[src/rtl/mem_response_router.sv]
// Routes read responses from memory targets back to their initiators, preserving each
// initiator's request order across targets with per-target and per-initiator tracking FIFOs.
module mem_response_router #(
   parameter int unsigned SLAVE_PORTS  = 1,
   parameter int unsigned MASTER_PORTS = 1,
   parameter int unsigned DATA_WIDTH   = 32,
   parameter int unsigned TRACK_DEPTH  = 4,
   localparam int unsigned SW = (SLAVE_PORTS > 1) ? $clog2(SLAVE_PORTS) : 1,
   localparam int unsigned MW = (MASTER_PORTS > 1) ? $clog2(MASTER_PORTS) : 1
) (
   input  logic                                     clk,
   input  logic                                     rst,
   input  logic                                     issue_valid,
   output logic                                     issue_ready,
   input  logic [SW-1:0]                            issue_slave,
   input  logic [MW-1:0]                            issue_master,
   input  logic [MASTER_PORTS-1:0]                  resp_valid,
   output logic [MASTER_PORTS-1:0]                  resp_ready,
   input  logic [MASTER_PORTS-1:0][DATA_WIDTH-1:0]  resp_data,
   output logic [SLAVE_PORTS-1:0]                   out_valid,
   input  logic [SLAVE_PORTS-1:0]                   out_ready,
   output logic [SLAVE_PORTS-1:0][DATA_WIDTH-1:0]   out_data,
   output logic                                     idle
);

   localparam int unsigned PW = $clog2(TRACK_DEPTH);
   localparam int unsigned CW = PW + 1;

   // MQ: initiator indices per target; SQ: target indices per initiator
   logic [SW-1:0] mq_mem   [MASTER_PORTS][TRACK_DEPTH];
   logic [PW-1:0] mq_rd_q  [MASTER_PORTS];
   logic [PW-1:0] mq_wr_q  [MASTER_PORTS];
   logic [CW-1:0] mq_cnt_q [MASTER_PORTS];
   logic [SW-1:0] mq_head  [MASTER_PORTS];
   logic [MASTER_PORTS-1:0] mq_push;

   logic [MW-1:0] sq_mem   [SLAVE_PORTS][TRACK_DEPTH];
   logic [PW-1:0] sq_rd_q  [SLAVE_PORTS];
   logic [PW-1:0] sq_wr_q  [SLAVE_PORTS];
   logic [CW-1:0] sq_cnt_q [SLAVE_PORTS];
   logic [MW-1:0] sq_head  [SLAVE_PORTS];
   logic [SLAVE_PORTS-1:0] sq_push;
   logic [SLAVE_PORTS-1:0] sq_pop;

   logic [MASTER_PORTS-1:0]                resp_accept;
   logic [SLAVE_PORTS-1:0][DATA_WIDTH-1:0] load_data;
   logic mq_hit, mq_full, sq_hit, sq_full, issue_fire;

   always_comb begin
      for (int m = 0; m < MASTER_PORTS; m++) mq_head[m] = mq_mem[m][mq_rd_q[m]];
      for (int s = 0; s < SLAVE_PORTS; s++)  sq_head[s] = sq_mem[s][sq_rd_q[s]];
   end

   // Issue side: full checks use registered counts, so a same-cycle pop never frees space
   always_comb begin
      mq_hit  = 1'b0;
      mq_full = 1'b0;
      sq_hit  = 1'b0;
      sq_full = 1'b0;
      for (int m = 0; m < MASTER_PORTS; m++) begin
         if (issue_master == MW'(m)) begin
            mq_hit  = 1'b1;
            mq_full = (mq_cnt_q[m] == CW'(TRACK_DEPTH));
         end
      end
      for (int s = 0; s < SLAVE_PORTS; s++) begin
         if (issue_slave == SW'(s)) begin
            sq_hit  = 1'b1;
            sq_full = (sq_cnt_q[s] == CW'(TRACK_DEPTH));
         end
      end
      issue_ready = mq_hit && sq_hit && !mq_full && !sq_full;
      issue_fire  = issue_valid && issue_ready;
      for (int m = 0; m < MASTER_PORTS; m++) mq_push[m] = issue_fire && (issue_master == MW'(m));
      for (int s = 0; s < SLAVE_PORTS; s++)  sq_push[s] = issue_fire && (issue_slave == SW'(s));
   end

   // A target matches only when it heads its initiator's order queue, so no arbitration
   always_comb begin
      for (int m = 0; m < MASTER_PORTS; m++) begin
         resp_ready[m] = 1'b0;
         for (int s = 0; s < SLAVE_PORTS; s++) begin
            if (mq_cnt_q[m] != '0 && mq_head[m] == SW'(s) && sq_cnt_q[s] != '0 &&
                sq_head[s] == MW'(m) && (!out_valid[s] || out_ready[s])) begin
               resp_ready[m] = 1'b1;
            end
         end
      end
      resp_accept = resp_valid & resp_ready;
      for (int s = 0; s < SLAVE_PORTS; s++) begin
         sq_pop[s]    = 1'b0;
         load_data[s] = '0;
         for (int m = 0; m < MASTER_PORTS; m++) begin
            if (resp_accept[m] && mq_head[m] == SW'(s)) begin
               sq_pop[s]    = 1'b1;
               load_data[s] = resp_data[m];
            end
         end
      end
   end

   always_ff @(posedge clk) begin
      for (int m = 0; m < MASTER_PORTS; m++) begin
         if (mq_push[m]) mq_mem[m][mq_wr_q[m]] <= issue_slave;
      end
      for (int s = 0; s < SLAVE_PORTS; s++) begin
         if (sq_push[s]) sq_mem[s][sq_wr_q[s]] <= issue_master;
      end
   end

   always_ff @(posedge clk) begin
      if (rst) begin
         for (int m = 0; m < MASTER_PORTS; m++) begin
            mq_rd_q[m]  <= '0;
            mq_wr_q[m]  <= '0;
            mq_cnt_q[m] <= '0;
         end
         for (int s = 0; s < SLAVE_PORTS; s++) begin
            sq_rd_q[s]  <= '0;
            sq_wr_q[s]  <= '0;
            sq_cnt_q[s] <= '0;
         end
         out_valid <= '0;
         out_data  <= '0;
      end else begin
         for (int m = 0; m < MASTER_PORTS; m++) begin
            if (mq_push[m])     mq_wr_q[m] <= mq_wr_q[m] + 1'b1;
            if (resp_accept[m]) mq_rd_q[m] <= mq_rd_q[m] + 1'b1;
            if (mq_push[m] && !resp_accept[m])      mq_cnt_q[m] <= mq_cnt_q[m] + 1'b1;
            else if (!mq_push[m] && resp_accept[m]) mq_cnt_q[m] <= mq_cnt_q[m] - 1'b1;
         end
         for (int s = 0; s < SLAVE_PORTS; s++) begin
            if (sq_push[s]) sq_wr_q[s] <= sq_wr_q[s] + 1'b1;
            if (sq_pop[s])  sq_rd_q[s] <= sq_rd_q[s] + 1'b1;
            if (sq_push[s] && !sq_pop[s])      sq_cnt_q[s] <= sq_cnt_q[s] + 1'b1;
            else if (!sq_push[s] && sq_pop[s]) sq_cnt_q[s] <= sq_cnt_q[s] - 1'b1;
            if (sq_pop[s]) begin
               out_valid[s] <= 1'b1;
               out_data[s]  <= load_data[s];
            end else if (out_ready[s]) begin
               out_valid[s] <= 1'b0;
            end
         end
      end
   end

   always_comb begin
      idle = (out_valid == '0);
      for (int m = 0; m < MASTER_PORTS; m++) begin
         if (mq_cnt_q[m] != '0) idle = 1'b0;
      end
   end

endmodule

[config.mk]
export PLATFORM = sky130hd
export DESIGN_NAME = mem_response_router
export DESIGN_NICKNAME = d
export VERILOG_FILES = /design/src/rtl/mem_response_router.sv
export SDC_FILE = /design/constraint.sdc
export NUM_CORES = 1
export LEC_CHECK = 0
export BUFFER_PORTS_ARGS = -buffer_cell sky130_fd_sc_hd__buf_2
export CAP_MARGIN = 10
export CORE_UTILIZATION = 40
export CTS_CLUSTER_DIAMETER = 40
export CTS_CLUSTER_SIZE = 8
export DETAILED_ROUTE_END_ITERATION = 8
export HOLD_SLACK_MARGIN = 0.08
export PLACE_DENSITY = 0.65
export SLEW_MARGIN = 0
export SYNTH_ARGS = -nofsm -noshare
export SYNTH_HDL_FRONTEND = slang
export SYNTH_SLANG_ARGS = --single-unit
[constraint.sdc]
create_clock -name clk -period 3.13 [get_ports clk]
set_clock_uncertainty 0.2 [all_clocks]
set_input_delay 0.1565 -clock clk [delete_from_list [all_inputs] [get_ports clk]]
set_output_delay 0.1565 -clock clk [all_outputs]
set_load 0.02 [all_outputs]
==> flow_metrics.py <==
metrics = {
    "run_status": {
        "status": "completed",
    },
    "power_and_ir_drop": {
        "powerDensity_nw_per_um2": 426.3,
        "total_power_uw": 1386,
        "ir_worst_vdd_uv": 265.7,
        "leakagePower_uw": 0.001471,
    },
    "logic_synthesis": {
        "ys_seq_elements": 55,
        "yosys.area.top_type": "dfxtp_1",
        "synth_cell_type_count": 38,
        "netlist_area_um2": 2369,
        "ys_warn_count": 0,
        "synthArstFlopShare_pct": 0,
        "yosys.area.top_type_share_pct": 27.89,
        "synth_cells": 193,
        "syn_area_per_cell_um2": 12.27,
        "ys_seq_area_share_pct": 55.78,
        "ys.flop_type": "dfxtp_1",
        "synth_area_leaders": "dfxtp_1 28%, edfxtp_1 28%, a22o_1 12%",
        "synth_nets": 246,
        "synth_edf_count": 22,
    },
    "floorplanning": {
        "start_util_pct": 42.24,
        "num_rows": 27,
        "die_x_um": 78.95,
        "io-pin-count": 75,
        "coreArea_um2": 5608,
        "dieArea_um2": 6233,
        "chipHeight_um": 78.95,
    },
    "routing": {
        "routed_wl_um": 5306,
        "first_pass_iters": 4,
        "drc": 0,
        "first_iter_violations": 40,
        "num_vias": 1872,
        "ant_nets": 0,
        "vias_per_cell": 4.992,
        "wl_per_cell_um": 14.15,
    },
    "placed_design": {
        "io_buffers": 74,
        "post-dp-hpwl_um": 3568,
        "place.gp.congestion": 0.7368,
    },
    "global_route": {
        "grtUsageMet3_pct": 3.448,
        "use_met1_pct": 20.41,
        "antenna_found_initial": 0,
        "grt_max_degree": 20,
        "use_met2_pct": 31.83,
        "grtUsageTotal_pct": 18.09,
        "grt_pass1_vias": 1869,
        "grt-ovfl-total": 0,
        "grt_pass1_wl_um": 8528,
        "busiest_layer": "met2",
    },
    "worst_hold_path": {
        "worstHoldPathCells": 2,
        "worstHoldEndpoint": "sq_cnt_q[0][1]",
        "hp-start": "rst",
        "hp-class": "input port to flop",
    },
    "sta": {
        "worst_slew_margin_rel_pct": 63.77,
        "min_period_over_period_pct": 78.68,
        "tightest_slew_ps": 543.4,
        "hold_violations": 0,
        "maxSlewViolCount": 0,
        "rsz0062_at_grt": "no",
        "clock.fmax_mhz": 406.0,
        "setup-tns-final_ps": 0,
        "timing.final.crit_period_ps": 2463,
        "setup_violations": 0,
    },
    "setup_path": {
        "start_kind": "flop",
        "max_stage_delay_ps": 550,
        "critPathMaxFanout": 12,
        "slowest_stage": "mux4_2",
        "worstPathCellList": "mux4_2, nor2_2, and4b_1, buf_4, a22o_1",
        "crit_path_start": "sq_rd_q[0][0]",
        "required_ps": 3200,
        "r2r_slack_ps": 670,
        "worstReg2RegStart": "sq_rd_q[0][0]",
        "path_class": "flop to flop",
        "worst-endpoint-arrival_ps": 2530,
        "timing.rr.end": "out_data[17]",
        "reg2regPathDepth": 5,
        "end_kind": "flop",
    },
    "clock_network": {
        "cts-buffers-inserted": 5,
        "root_buffer": "clkbuf_8",
        "cts.reportedPaths.clkPinSlew_ps": 110,
        "cts_max_level": 2,
        "clock_sinks": 55,
        "post_cts_resized": 0,
        "cts_tree": "built",
        "insertion_delay_ps": 310,
        "clockBufferDepth": 2,
    },
    "run": {
        "maxCapViolations": 0,
    },
    "layout": {
        "drive_gt1_share_pct": 30.69,
        "num-nets-final": 355,
        "diodes": 0,
        "syn2layout_area_growth_pct": 37.24,
        "n_fill_cell": 491,
    },
}
final cells by class:
type	count	area, um^2	area share [%]
clock buffer	5	68.82	2.117
clock inverter	3	23.77	0.7313
inverter	10	37.54	1.155
multi-input combinational	115	940.9	28.95
sequential	55	1321	40.65
tap	72	90.09	2.771
timing repair buffer	115	768.2	23.63
report_power, final:
group,switching [uW],internal [uW]
Combinational,97.1,94.0
Sequential,16.8,770
Clock,243,164
Total,357,1030
layout by cell type (no fill, tap or decap), types with 5 or more instances in the layout:
master          n
buf_2          74
and2_1         12
a22o_1         32
edfxtp_1       22
dlygate4sd3_1  36
buf_4           5
inv_1          10
nor2b_1         9
nand4_1         5
dfxtp_1        33
clkbuf_8        5
ha_1           14
stage by stage:
step	hold slack, ps	cell area [um^2]	utilization (%)	setup slack [ps]	std cells
CTS	87.38	3251	57.97	668.5	375
detailed placement	172.0	2798	49.89	696.6	331
global placement	165.4	2798	49.89	707.5	331
floorplan	55.37	2369	-	731.6	193
finish	98.30	3251	57.97	667.2	375
global route	110.2	3251	57.97	483.1	375
state kept, by name, summed over array words and instances (netlist names):
register / count
out_data: 32
mq_mem: 4
sq_mem: 4
mq_cnt_q: 3
sq_cnt_q: 3
mq_rd_q: 2
mq_wr_q: 2
sq_rd_q: 2
sq_wr_q: 2
out_valid: 1
cells by family after synthesis:
group / share of synthesized area, %
AO/OA/AOI/OAI: 15.74
XOR/XNOR: 0.7397
adder cells (fa/ha/maj): 7.396
buffers and inverters: 4.649
flip-flops: 55.78
multiplexers: 1.902
AND/OR/NAND/NOR: 13.79
worst max-delay path by stage:
stage,to,slack (ps)
finish,out_data[17],670
global route,out_data[11],480
CTS,out_data[11],670
detailed placement,out_data[11],700
global placement,out_data[10],710
floorplan,mq_rd_q[0][0],730
per-layer routing:
metal	wire [um]	share of wire [%]	vias to the layer above
li1	-	-	930
met1	2235	42	888
met2	2733	52	40
met3	158	3.0	14
met4	179	3.4	0
met5	0	0	-
repair_timing:
action	CTS	global route
hold buffers	36	0
hold endpoints to repair	41	0
endpoints found under the setup margin	0	0
setup buffers	0	0
cell usage after synthesis, drive strengths merged (3+ instances only):
| master | number |
|---|---|
| edfxtp | 22 |
| ha | 14 |
| dfxtp | 33 |
| a211oi | 3 |
| buf | 6 |
| inv | 10 |
| and2 | 12 |
| a21oi | 4 |
| clkbuf | 6 |
| a22o | 32 |
| nand2b | 3 |
| nand4 | 5 |
| nor2b | 9 |
worst max-delay path, delay by kind of cell (launching register included):
| family | cells | cell delay (ps) |
|---|---|---|
| AOI/OAI and AO/OA | 1 | 160 |
| buffers and inverters | 1 | 260 |
| DFF | 1 | 420 |
| muxes | 1 | 550 |
| and+or+nand+nor | 2 | 820 |
No activity file was read; power rests on OpenSTA's default activity.
